**config.mk**
```make
export PLATFORM = sky130hd
export DESIGN_NAME = timer_irq_ctrl
export DESIGN_NICKNAME = d
export VERILOG_FILES = /design/src/rtl/timer_irq_ctrl.sv
export SDC_FILE = /design/constraint.sdc
export NUM_CORES = 1
export LEC_CHECK = 0
export CORE_MARGIN = 2
export CORE_UTILIZATION = 38
export DETAILED_ROUTE_END_ITERATION = 10
export PLACE_DENSITY = 0.8
export SLEW_MARGIN = 20
export SYNTH_ARGS = -nofsm -noshare
export SYNTH_HDL_FRONTEND = slang
export SYNTH_SLANG_ARGS = --single-unit
```
**constraint.sdc**
```tcl
create_clock -name clk -period 1.1 [get_ports clk]
set_input_delay 0.165 -clock clk [delete_from_list [all_inputs] [get_ports clk]]
set_output_delay 0.165 -clock clk [all_outputs]
set_load 0.05 [all_outputs]
```
**src/rtl/timer_irq_ctrl.sv**
```systemverilog
// timer_irq_ctrl
// Interrupt/status stage behind the 8-bit timer counter. Rising edges of the
// counter's overflow/underflow flags set sticky pending bits. Per-source
// enables gate the interrupt line, which runs in level or single-pulse mode.
// A single-cycle register port exposes CTRL, STATUS (W1C) and MISS.
//
// Optional feature macro: TIMER_IRQ_MISS_CNT_EN
//   defined   : address 2 is an 8-bit saturating count of events lost
//               because their pending bit was already set; any write clears it
//   undefined : address 2 reads 0, writes ignored
//
// Ports:
//   clk        system clock, rising edge
//   rst        asynchronous active-high reset
//   overflow   counter overflow flag (level)
//   underflow  counter underflow flag (level)
//   reg_wr     write strobe
//   reg_rd     read strobe
//   reg_addr   register select (0 CTRL, 1 STATUS, 2 MISS, 3 reserved)
//   reg_wdata  write data
//   reg_rdata  registered read data, held until the next read
//   irq        interrupt output (registered)
module timer_irq_ctrl #(
  parameter int ADDR_W = 2
) (
  input  logic              clk,
  input  logic              rst,
  input  logic              overflow,
  input  logic              underflow,
  input  logic              reg_wr,
  input  logic              reg_rd,
  input  logic [ADDR_W-1:0] reg_addr,
  input  logic [7:0]        reg_wdata,
  output logic [7:0]        reg_rdata,
  output logic              irq
);

  localparam logic [ADDR_W-1:0] A_CTRL = ADDR_W'(0);
  localparam logic [ADDR_W-1:0] A_STAT = ADDR_W'(1);
  localparam logic [ADDR_W-1:0] A_MISS = ADDR_W'(2);

  logic       ovf_dly_q, udf_dly_q;
  logic [1:0] ie_q, ie_d;
  logic       pulse_q, pulse_d;
  logic [1:0] pend_q, pend_d;
  logic       any_prev_q;
  logic       irq_q, irq_d;
  logic [7:0] rdata_q, rdata_d;
  logic [7:0] miss_rd;

  logic [1:0] ev;
  logic [1:0] clr;
  logic       any_masked;
  logic       wr_ctrl, wr_stat;

  assign ev      = {underflow & ~udf_dly_q, overflow & ~ovf_dly_q};
  assign wr_ctrl = reg_wr && (reg_addr == A_CTRL);
  assign wr_stat = reg_wr && (reg_addr == A_STAT);
  assign clr     = wr_stat ? reg_wdata[1:0] : 2'b00;

  // A new event beats a same-edge clear.
  assign pend_d = (pend_q & ~clr) | ev;

  assign ie_d    = wr_ctrl ? reg_wdata[1:0] : ie_q;
  assign pulse_d = wr_ctrl ? reg_wdata[2]   : pulse_q;

  // any_prev_q tracks the masked value in both modes, so entering pulse mode
  // with something already pending does not produce a pulse.
  assign any_masked = |(pend_q & ie_q);
  assign irq_d      = pulse_q ? (any_masked & ~any_prev_q) : any_masked;

`ifdef TIMER_IRQ_MISS_CNT_EN
  logic [7:0] miss_q, miss_d;
  logic [1:0] miss_ev;
  logic [8:0] miss_sum;
  logic       wr_miss;

  assign wr_miss  = reg_wr && (reg_addr == A_MISS);
  // An event that coincides with its own W1C is a fresh event, not a miss.
  assign miss_ev  = ev & pend_q & ~clr;
  assign miss_sum = {1'b0, miss_q} + {8'b0, miss_ev[0]} + {8'b0, miss_ev[1]};
  assign miss_d   = wr_miss ? 8'h00 : (miss_sum[8] ? 8'hFF : miss_sum[7:0]);
  assign miss_rd  = miss_q;

  always_ff @(posedge clk or posedge rst) begin
    if (rst) miss_q <= 8'h00;
    else     miss_q <= miss_d;
  end
`else
  assign miss_rd = 8'h00;
`endif

  logic unused_wdata;
  assign unused_wdata = &{1'b0, reg_wdata[7:3]};

  always_comb begin
    rdata_d = rdata_q;
    if (reg_rd) begin
      case (reg_addr)
        A_CTRL:  rdata_d = {5'b0, pulse_q, ie_q};
        A_STAT:  rdata_d = {6'b0, pend_q};
        A_MISS:  rdata_d = miss_rd;
        default: rdata_d = 8'h00;
      endcase
    end
  end

  always_ff @(posedge clk or posedge rst) begin
    if (rst) begin
      ovf_dly_q  <= 1'b0;
      udf_dly_q  <= 1'b0;
      ie_q       <= 2'b00;
      pulse_q    <= 1'b0;
      pend_q     <= 2'b00;
      any_prev_q <= 1'b0;
      irq_q      <= 1'b0;
      rdata_q    <= 8'h00;
    end else begin
      ovf_dly_q  <= overflow;
      udf_dly_q  <= underflow;
      ie_q       <= ie_d;
      pulse_q    <= pulse_d;
      pend_q     <= pend_d;
      any_prev_q <= any_masked;
      irq_q      <= irq_d;
      rdata_q    <= rdata_d;
    end
  end

  assign reg_rdata = rdata_q;
  assign irq       = irq_q;

endmodule

```
=== Yosys cells after proc, flatten, opt, wreduce, memory -nomap -nowiden ===
Index checks and enable logic that the tools add are counted.

* Reduce and logical (&&, ||, !) cells: 4
* Equal/unequal tests: 1
* Bitwise gates (word level): 10
* Mux-type cells: 3

{| class="wikitable"
|+ Operator list
! cell !! number
|-
| one-hot mux 3 bit (2 select lines) || 1
|-
| AND 2 bit || 2
|-
| AND 1 bit || 3
|-
| inverter 1 bit || 3
|-
| == test 2 x 1 -> 1 bit (second input constant) || 1
|-
| logical AND 1 bit || 2
|-
| logical NOT 2 bit || 1
|-
| two-way mux 2 bit || 1
|-
| inverter 2 bit || 1
|-
| bitwise OR 2 bit || 1
|-
| OR reduction 2 bit || 1
|-
| two-way mux 1 bit || 1
|}

* Flip-flop bits (word level): 17
* Word-level logic and storage cells: 26
* Input bits: 16
* Output and inout bits: 9

=== Longest topological paths before layout ===
Gate-level depths: netlist (run 1).

* Depth in word-level cells: 6
* Gate-level depth with buffers: 3
* Depth with buffers taken out: 2

=== Worst setup path after synthesis (run 1) ===
No wires, ideal clock.

* Path type: input to register
* Start: in reg_addr[0]
* End: reg ie_q[0]
* Cell stages on the path: 3
* Path slack: 0.151 ns
* Required time: 0.975 ns
* Path buffers: 1
* Data arrival time: 0.824 ns
* Library setup time: 0.125 ns
* Path through: buf_6 nor3b_4 mux2_2

* Word-level cells in the longest chain between the ends: 2

{| class="wikitable"
|+ Ends and longest elaborated chain
! element !! line !! source
|-
| start, declared || 32 || <nowiki>input logic [ADDR_W-1:0] reg_addr,</nowiki>
|-
| logical NOT 2 bit || 57 || <nowiki>assign wr_ctrl = reg_wr && (reg_addr == A_CTRL);</nowiki>
|-
| logical AND 1 bit || 57 ||
|-
| end signal, assigned || 121 || <nowiki>ie_q <= ie_d;</nowiki>
|-
| end, declared || 43 || <nowiki>logic [1:0] ie_q, ie_d;</nowiki>
|}

No other way between the ends.
A chain may end at the register's enable or synchronous reset.

=== Worst setup path after layout (run 1) ===
* Start: reg rdata_q[1] (netlist: reg_rdata[1])
* End: out reg_rdata[1]

{| class="wikitable"
|+ RTL lines
! element !! line !! source
|-
| start, declared || 48 || <nowiki>logic [7:0] rdata_q, rdata_d;</nowiki>
|-
| start signal, assigned || 126 || <nowiki>rdata_q <= rdata_d;</nowiki>
|-
| end, declared || 34 || <nowiki>output logic [7:0] reg_rdata,</nowiki>
|}

No word-level cell between the ends.

==> impl_metrics.env, run 1 <==
export IMPL_dr_pass1_iters=1
export IMPL_grt_overflow=0
export IMPL_ys_ff_latch=12
export IMPL_io_buffers=14
export IMPL_dp_hpwl_um=706
export IMPL_cts_root_buf="clkbuf_4"
export IMPL_die_w_um=41.4
export IMPL_crit_chain="buf_12"
export IMPL_grt_pass1_wl_um=1280
export IMPL_yosys_warnings=0
export IMPL_layout_nets=79
export IMPL_hold_violations=0
export IMPL_yosysSeqAreaShare=0.566
export IMPL_die_area_um2=1710
export IMPL_crit_type="flop to output port"
export IMPL_drt_iter0_drc=0
export IMPL_tns_ns=0
export IMPL_start_util=0.408
export IMPL_row_count=13
export IMPL_fillers=107
export IMPL_clkLatencyLatePin_ns=0.26
export IMPL_drive_above_1_share=0.258
export IMPL_vdd_ir_drop_max_uv=804
export IMPL_hp_class="input port to asynchronous set/reset pin"
export IMPL_critical_path_top_delay_family="flip-flops"
export IMPL_wirelength_um=876
export IMPL_status="finished clean"
export IMPL_avgRoutedWirePerCell_um=11.4
export IMPL_synthCells=42
export IMPL_dieHeight_um=41.4
export IMPL_ios=25
export IMPL_vias_per_cell=4.68
export IMPL_antenna_left=0
export IMPL_cts_buffer_depth=2
export IMPL_start_kind="flop"
export IMPL_min_period_ns=0.996
export IMPL_drc=0
export IMPL_design_area_um2=777
export IMPL_path_buf_inv=1
export IMPL_grt_use_total=0.122
export IMPL_slowest_delay_ns=0.41
export IMPL_endpoint_kind="output port"
export IMPL_p_per_area_nw_per_um2=1640
export IMPL_antenna_found_initial=0
export IMPL_grt_pass1_vias=324
export IMPL_critPathArrivalTime_ns=0.83
export IMPL_cts_sinks=12
export IMPL_avgSynthCellArea_um2=12.6
export IMPL_power_total_mw=1.27
export IMPL_cts_tree="built"
export IMPL_rsz0062_at_grt="no"
export IMPL_core_area_um2=1300
export IMPL_fin_crit_sh=0.905
export IMPL_post_dp_cell_area_um2=726
export IMPL_power_leakage_nw=0.382
export IMPL_antenna_cells=0
export IMPL_hold_buffers=0
export IMPL_cts_htree_levels=1
export IMPL_synth_area_um2=531
export IMPL_post_cts_setup_buffers=0
export IMPL_setup_violations=0
export IMPL_maxCapViolCount=0
export IMPL_critPathSlowestCell="dfrtp_1"
export IMPL_clock_fmax_mhz=1000
export IMPL_required_ns=0.94
export IMPL_syn_to_final_growth_pct=46.5
export IMPL_num_vias=360
export IMPL_skew_ns=0.00343
export IMPL_gp_congestion=0.741
export IMPL_cts_reportedPaths_clkPinSlew_ns=0.07
export IMPL_slew_viol_final=0
export IMPL_final_util=0.597
export IMPL_fin_hold_ws_ns=0.202
export IMPL_cts_buffers=3
export IMPL_grt_max_degree=13
export IMPL_path_max_fanout=2
export IMPL_synthDistinctLibCells=15
[final cells by class]
class | instances | area [um2] | area share
Timing Repair Buffer | 18 | 214 | 0.275
Tap cell | 15 | 18.8 | 0.0242
Clock buffer | 4 | 36.3 | 0.0467
Multi-Input combinational cell | 22 | 185 | 0.238
Sequential cell | 12 | 300 | 0.386
Inverter | 6 | 22.5 | 0.0290
[logic make-up (layout without fill, tap and decap cells)]
family	Yosys count	count (layout)	synth area share
compound gates	7	7	0.104
buf+inv	12	28	0.134
mux	5	5	0.101
other cells	1	5	0.00707
simple gates	5	5	0.0873
flops	12	12	0.566
[cell usage after synthesis]
| library cell | instances | share of area |
|---|---|---|
| nand4b_1 | 2 | 0.033 |
| nor3b_4 | 1 | 0.035 |
| mux2i_1 | 2 | 0.038 |
| o32ai_1 | 1 | 0.017 |
| conb_1 | 1 | 0.0071 |
| inv_1 | 6 | 0.042 |
| dfrtp_1 | 12 | 0.57 |
| nand2_1 | 1 | 0.0071 |
| mux2_2 | 3 | 0.064 |
| buf_4 | 5 | 0.071 |
| nand2b_1 | 1 | 0.012 |
| o22ai_1 | 2 | 0.024 |
| buf_6 | 1 | 0.021 |
| a22o_1 | 3 | 0.050 |
| a21boi_0 | 1 | 0.014 |
[repair_timing]
action | CTS | global route
resized for setup | 1 | 5
pin swaps | 1 | 1
setup endpoints to repair | 2 | 3
[power breakdown]
group | internal (mW) | switching [mW]
clock network | 0.201 | 0.136
registers | 0.506 | 0.0490
logic | 0.193 | 0.187
total | 0.900 | 0.372
[registers in the layout, indices dropped and copies added, names as in the netlist]
signal      count
ovf_dly_q       1
udf_dly_q       1
any_prev_q      1
pulse_q         1
ie_q            2
pend_q          2
irq             1
reg_rdata       3
[metrics by stage]
stage | worst slack (ns) | instances
2_1_floorplan | 0.151 | 46
3_3_place_gp | -0.257 | 73
3_5_place_dp | -0.300 | 73
4_1_cts | -0.00613 | 77
5_1_grt | 0.0823 | 77
6_report | 0.104 | 77
[worst paths after layout]
check	from	end	slack (ns)	depth (start not counted)
worst max-delay path	reg_rdata[1]	reg_rdata[1]	0.10	1
worst min-delay path	rst	reg_rdata[2]	0.20	2
worst max register to register	ie_q[0]	irq	0.21	2
worst min register to register	any_prev_q	irq	0.44	1
max in group asynchronous	rst	pulse_q	0.60	2
min in group clk	reg_addr[1]	reg_rdata[2]	0.33	3
[layout by cell type (no fill, tap or decap), drive strengths merged]
| master | synthesis | routed |
|---|---|---|
| dfrtp | 12 | 12 |
| buf | 6 | 8 |
| clkdlybuf4s50 | 0 | 7 |
| inv | 6 | 6 |
| conb | 1 | 5 |
| clkbuf | 0 | 4 |
| mux2 | 3 | 3 |
| a22o | 3 | 3 |
| mux2i | 2 | 2 |
| o22ai | 2 | 2 |
| nand4b | 2 | 2 |
| dlymetal6s2s | 0 | 2 |
| nand2 | 1 | 1 |
| o32ai | 1 | 1 |
| nor3b | 1 | 1 |
| nand2b | 1 | 1 |
| a21boi | 1 | 1 |
| dlygate4sd2 | 0 | 1 |
[per-layer routing]
| metal | global-route usage | vias to the layer above | routed length [um] | share of wire |
|---|---|---|---|---|
| li1 | - | 175 | - | - |
| met1 | 0.132 | 168 | 366 | 0.42 |
| met2 | 0.211 | 15 | 446 | 0.51 |
| met3 | 0.0319 | 2 | 55 | 0.063 |
| met4 | 0.0726 | 0 | 7 | 0.0080 |
| met5 | 0 | - | 0 | 0 |
(Power assumes the default switching activity.)
==> inputs of run 2 (changes only) <==
--- a/config.mk
+++ b/config.mk
@@ -5,10 +5,11 @@
 export SDC_FILE = /design/constraint.sdc
 export NUM_CORES = 1
 export LEC_CHECK = 0
-export CORE_MARGIN = 2
-export CORE_UTILIZATION = 38
+export CORE_AREA = 2 2 39 41
 export DETAILED_ROUTE_END_ITERATION = 10
-export PLACE_DENSITY = 0.8
+export DIE_AREA = 0 0 41 43
+export DONT_BUFFER_PORTS = 1
+export PLACE_DENSITY = 0.59
 export SLEW_MARGIN = 20
 export SYNTH_ARGS = -nofsm -noshare
 export SYNTH_HDL_FRONTEND = slang
==> run 2 against run 1 <==
Compared with the run above: hold slack lost 0.16 ns; via count shrank 5.0%; cell count shrank 10%; utilization shrank 14 points; critical path depth shrank 1; die area grew 3.0%; first-iteration DRC count grew 4; clock skew shrank 0.0012 ns; largest cell class unchanged.
==> impl_metrics.env, run 2 (synthesis results as in run 1) <==
export IMPL_num_vias=342
export IMPL_die_w_um=41
export IMPL_mostFrequentLayoutCells="12 x dfrtp_1, 7 x dlygate4sd3_1, 6 x inv_1, 5 x conb_1"
export IMPL_design_area_um2=632
export IMPL_drt_iter0_drc=4
export IMPL_cts_buffers=3
export IMPL_power_total_mw=1.05
export IMPL_cts_reportedPaths_clkPinSlew_ns=0.07
export IMPL_avgRoutedWirePerCell_um=13.2
export IMPL_drc=0
export IMPL_worstHoldPathCells=1
export IMPL_grt_pass1_wl_um=1420
export IMPL_ios=25
export IMPL_final_util=0.457
export IMPL_endpoint_kind="output port"
export IMPL_worstReg2RegEnd="irq"
export IMPL_cts_htree_levels=1
export IMPL_post_cts_setup_buffers=0
export IMPL_status="finished clean"
export IMPL_min_period_ns=1.04
export IMPL_start_util=0.383
export IMPL_grt_use_total=0.126
export IMPL_critPathArrivalTime_ns=0.88
export IMPL_syn_to_final_growth_pct=19.1
export IMPL_path_depth=0
export IMPL_layout_setup_ws_ns=0.0566
export IMPL_antenna_left=0
export IMPL_hold_violations=0
export IMPL_start_kind="flop"
export IMPL_cts_root_buf="clkbuf_4"
export IMPL_layout_nets=71
export IMPL_path_max_fanout=1
export IMPL_place_ws_ns=0.216
export IMPL_grt_pass1_vias=344
export IMPL_slew_viol_final=0
export IMPL_rsz0062_at_grt="no"
export IMPL_setup_violations=0
export IMPL_dr_pass1_iters=3
export IMPL_fillers=135
export IMPL_numPlacedInstances=59
export IMPL_antenna_cells=0
export IMPL_cts_sinks=12
export IMPL_cts_buffer_depth=2
export IMPL_largest_reg_flops=3
export IMPL_required_ns=0.94
export IMPL_mostFrequentLayoutCell="dfrtp_1"
export IMPL_cts_tree="built"
export IMPL_reg2reg_slack_ns=0.23
export IMPL_row_count=14
export IMPL_min_to="pend_q[1]"
export IMPL_clock_fmax_mhz=958
export IMPL_rr_worst_depth=2
export IMPL_vdd_ir_drop_max_uv=679
export IMPL_crit_type="flop to output port"
export IMPL_gp_congestion=0.786
export IMPL_grt_overflow=0
export IMPL_vias_per_cell=4.96
export IMPL_drive_above_1_share=0.189
export IMPL_post_dp_cell_area_um2=539
export IMPL_core_area_um2=1380
export IMPL_dp_hpwl_um=655
export IMPL_hp_class="input port to flop"
export IMPL_ctsResizeCount=0
export IMPL_hp_start="underflow"
export IMPL_io_buffers=0
export IMPL_skew_ns=0.00224
export IMPL_p_per_area_nw_per_um2=1660
export IMPL_die_area_um2=1760
export IMPL_maxCapViolCount=0
export IMPL_fin_hold_ws_ns=0.0396
export IMPL_fin_crit_sh=0.949
export IMPL_r2r_start="ie_q[0]"
export IMPL_power_leakage_nw=0.296
export IMPL_antenna_found_initial=0
export IMPL_hold_buffers=4
export IMPL_grt_max_degree=13
export IMPL_dieHeight_um=43
export IMPL_tns_ns=0
export IMPL_wirelength_um=908
export IMPL_layout_cells_non_filler=69
export IMPL_clkLatencyLatePin_ns=0.26
-- run 2: cell types whose count changed in the layout (fill, tap and decap cells not counted), sizes merged --
cell,change
buf,-5
dlygate4sd3,+7
clkbuf,-1
clkdlybuf4s50,-7
dlymetal6s2s,-2
dlygate4sd2,-1
-- run 2: metal layers --
| layer | vias to the layer above | global-route usage | wire [um] |
|---|---|---|---|
| li1 | 156 | - | - |
| met1 | 170 | 0.139 | 359 |
| met2 | 14 | 0.191 | 457 |
| met3 | 2 | 0.0366 | 75 |
| met4 | 0 | 0.100 | 15 |
| met5 | - | 0 | 0 |
-- run 2: final cells by class --
class	instances	area, um2	share of cell area
Clock buffer	3	22.5	0.0356
Sequential cell	12	300	0.475
Tap cell	16	20.0	0.0317
Timing Repair Buffer	10	92.6	0.147
Inverter	6	22.5	0.0356
Multi-Input combinational cell	22	174	0.275
-- run 2: power breakdown --
group	total (mW)	switching, mW	internal (mW)
clock network	0.255	0.129	0.126
registers	0.582	0.0772	0.505
logic	0.213	0.127	0.0862
total	1.05	0.333	0.717
-- run 2: how the worst max path moves through the flow --
stage / start / to / slack [ns]
6_report: irq / irq / 0.06
3_5_place_dp: reg_addr[1] / ie_q[1] / 0.22
2_1_floorplan: reg_addr[0] / ie_q[0] / 0.15
5_1_grt: irq / irq / 0.03
4_1_cts: irq / irq / 0.05
3_3_place_gp: reg_addr[1] / ie_q[0] / 0.23
==> inputs of run 3 (changes only) <==
--- a/config.mk
+++ b/config.mk
@@ -5,7 +5,10 @@
 export SDC_FILE = /design/constraint.sdc
 export NUM_CORES = 1
 export LEC_CHECK = 0
+export ABC_AREA = 1
 export CORE_AREA = 2 2 39 41
+export CTS_BUF_LIST = sky130_fd_sc_hd__clkbuf_8
+export CTS_CLUSTER_SIZE = 16
 export DETAILED_ROUTE_END_ITERATION = 10
 export DIE_AREA = 0 0 41 43
 export DONT_BUFFER_PORTS = 1
==> run 3 against run 2 <==
Compared with the run above: utilization unchanged; hold slack got worse by 0.0049 ns; synthesized area decreased by 0.71%; non-clock buffer count decreased by 4; sequential share of layout area unchanged; cell count increased by 25%; register-to-register slack improved by 0.10 ns; clock power increased by 87%; final area unchanged; maximum frequency increased by 2.7%; wire length decreased by 5.0%; critical path type unchanged; largest cell class unchanged.
==> impl_metrics.env, run 3 <==
export IMPL_numPlacedInstances=79
export IMPL_syn_to_final_growth_pct=20.0
export IMPL_hp_start="reg_rd"
export IMPL_synthTopCellsByArea="dfrtp_1 57%, nand2_1 20%, buf_4 7.1%"
export IMPL_dieHeight_um=43
export IMPL_cts_root_buf="clkbuf_8"
export IMPL_dp_hpwl_um=654
export IMPL_final_util=0.457
export IMPL_regArea_um2=300
export IMPL_grt_overflow=0
export IMPL_synth_edf_count=0
export IMPL_fillers=147
export IMPL_mostFrequentLayoutCells="28 x nand2_1, 12 x dfrtp_1, 6 x nand3_1, 5 x inv_1, 5 x conb_1"
export IMPL_synthCells=61
export IMPL_synthFlopType="dfrtp_1"
export IMPL_place_ws_ns=0.342
export IMPL_layout_nets=87
export IMPL_crit_type="flop to output port"
export IMPL_synthTopCellsByCount="28 x nand2_1, 12 x dfrtp_1, 6 x nand3_1"
export IMPL_clkLatencyLatePin_ns=0.24
export IMPL_cts_buffers=3
export IMPL_rsz0062_at_grt="no"
export IMPL_die_area_um2=1760
export IMPL_antenna_left=0
export IMPL_dr_pass1_iters=4
export IMPL_hp_class="input port to flop"
export IMPL_antenna_found_initial=0
export IMPL_grt_pass1_vias=383
export IMPL_worstReg2RegEnd="reg_rdata[1]"
export IMPL_yosys_warnings=0
export IMPL_start_kind="flop"
export IMPL_min_period_ns=1.02
export IMPL_post_dp_cell_area_um2=547
export IMPL_critPathArrivalTime_ns=0.85
export IMPL_largest_reg_flops=3
export IMPL_cts_reportedPaths_clkPinSlew_ns=0.05
export IMPL_yosysSeqAreaShare=0.570
export IMPL_ctsResizeCount=0
export IMPL_cts_buffer_depth=2
export IMPL_required_ns=0.94
export IMPL_gp_congestion=0.781
export IMPL_core_area_um2=1380
export IMPL_tns_ns=0
export IMPL_layout_cells_non_filler=86
export IMPL_vias_per_cell=4.73
export IMPL_cts_sinks=12
export IMPL_avgRoutedWirePerCell_um=10.0
export IMPL_path_max_fanout=1
export IMPL_setup_violations=0
export IMPL_io_buffers=0
export IMPL_synthDistinctLibCells=9
export IMPL_die_w_um=41
export IMPL_antenna_cells=0
export IMPL_min_to="reg_rdata[0]"
export IMPL_skew_ns=0.00287
export IMPL_maxCapViolCount=0
export IMPL_num_vias=407
export IMPL_ys_ff_latch=12
export IMPL_grt_pass1_wl_um=1470
export IMPL_synth_area_um2=527
export IMPL_synth_largest_area_cell="dfrtp_1"
export IMPL_mostFrequentLayoutCell="nand2_1"
export IMPL_slew_viol_final=0
export IMPL_design_area_um2=632
export IMPL_ios=25
export IMPL_drt_iter0_drc=3
export IMPL_p_per_area_nw_per_um2=1940
export IMPL_reg2reg_slack_ns=0.33
export IMPL_clock_fmax_mhz=984
export IMPL_fin_hold_ws_ns=0.0347
export IMPL_start_util=0.381
export IMPL_cts_htree_levels=1
export IMPL_status="finished clean"
export IMPL_grt_max_degree=13
export IMPL_avgSynthCellArea_um2=8.64
export IMPL_wirelength_um=863
export IMPL_fin_crit_sh=0.923
export IMPL_power_leakage_nw=0.348
export IMPL_synth_most_common_cell="nand2_1"
export IMPL_vdd_ir_drop_max_uv=876
export IMPL_multiInputGateArea_um2=185
export IMPL_layout_setup_ws_ns=0.0842
export IMPL_yosysTopAreaCellShare=0.570
export IMPL_drive_above_1_share=0.114
export IMPL_r2r_start="pend_q[1]"
export IMPL_worstHoldPathCells=2
export IMPL_ys_async_sr_fraction=1.00
export IMPL_cts_tree="built"
export IMPL_power_total_mw=1.23
export IMPL_endpoint_kind="output port"
export IMPL_hold_violations=0
export IMPL_rr_worst_depth=4
export IMPL_row_count=14
export IMPL_drc=0
export IMPL_grt_use_total=0.126
-- run 3: cell types whose count changed in the layout (fill, tap and decap cells not counted), moves of 2 or more --
| cell | change |
|---|---|
| a22o_1 | -3 |
| clkbuf_4 | -3 |
| clkbuf_8 | +4 |
| dlygate4sd3_1 | -4 |
| mux2_2 | -3 |
| mux2i_1 | -2 |
| nand2_1 | +27 |
| nand3_1 | +6 |
| nand4_1 | +2 |
| nand4b_1 | -2 |
| o22ai_1 | -2 |
-- run 3: how the worst max path moves through the flow --
stage / from / to / cells after the start
5_1_grt: irq / irq / 0
3_5_place_dp: irq / irq / 0
3_3_place_gp: irq / irq / 0
4_1_cts: irq / irq / 0
2_1_floorplan: reg_rdata[0] / reg_rdata[0] / 2
6_report: irq / irq / 0
-- run 3: cell families (layout without fill, tap and decap cells) --
kind of cell	after synthesis	in the layout	synth area share
simple gates	37	37	0.302
compound gates	1	1	0.0143
flops	12	12	0.570
buf+inv	10	15	0.107
other cells	1	5	0.00712
-- run 3: layer usage --
metal	up-vias	part of all wire	global-route usage
li1	199	-	-
met1	179	0.48	0.175
met2	27	0.38	0.163
met3	2	0.12	0.0419
met4	0	0.025	0.0800
met5	-	0	0
-- run 3: worst reg2reg max path, stage by stage, from the launching register on --
cell and delay, ns:
dfrtp_1 0.40, nand3_1 0.10, nand2_1 0.06, nand2_1 0.05, nand2_1 0.05
-- run 3: layout make-up --
class / instances / share of cell area
Sequential cell: 12 / 0.475
Multi-Input combinational cell: 43 / 0.293
Clock buffer: 4 / 0.0871
Timing Repair Buffer: 6 / 0.0832
Tap cell: 16 / 0.0317
Inverter: 5 / 0.0297
-- run 3: report_power, final --
| group | total (mW) | leakage [nW] | switching, mW | internal (mW) |
|---|---|---|---|---|
| combinational | 0.185 | 0.175 | 0.132 | 0.0534 |
| sequential | 0.566 | 0.144 | 0.0670 | 0.499 |
| clock | 0.476 | 0.0288 | 0.160 | 0.316 |
-- run 3: repair_timing --
action,4_1_cts,5_1_grt
setup endpoints to repair,0,0
endpoints found under the hold margin,14,0
setup buffers,0,0
hold buffers,3,0
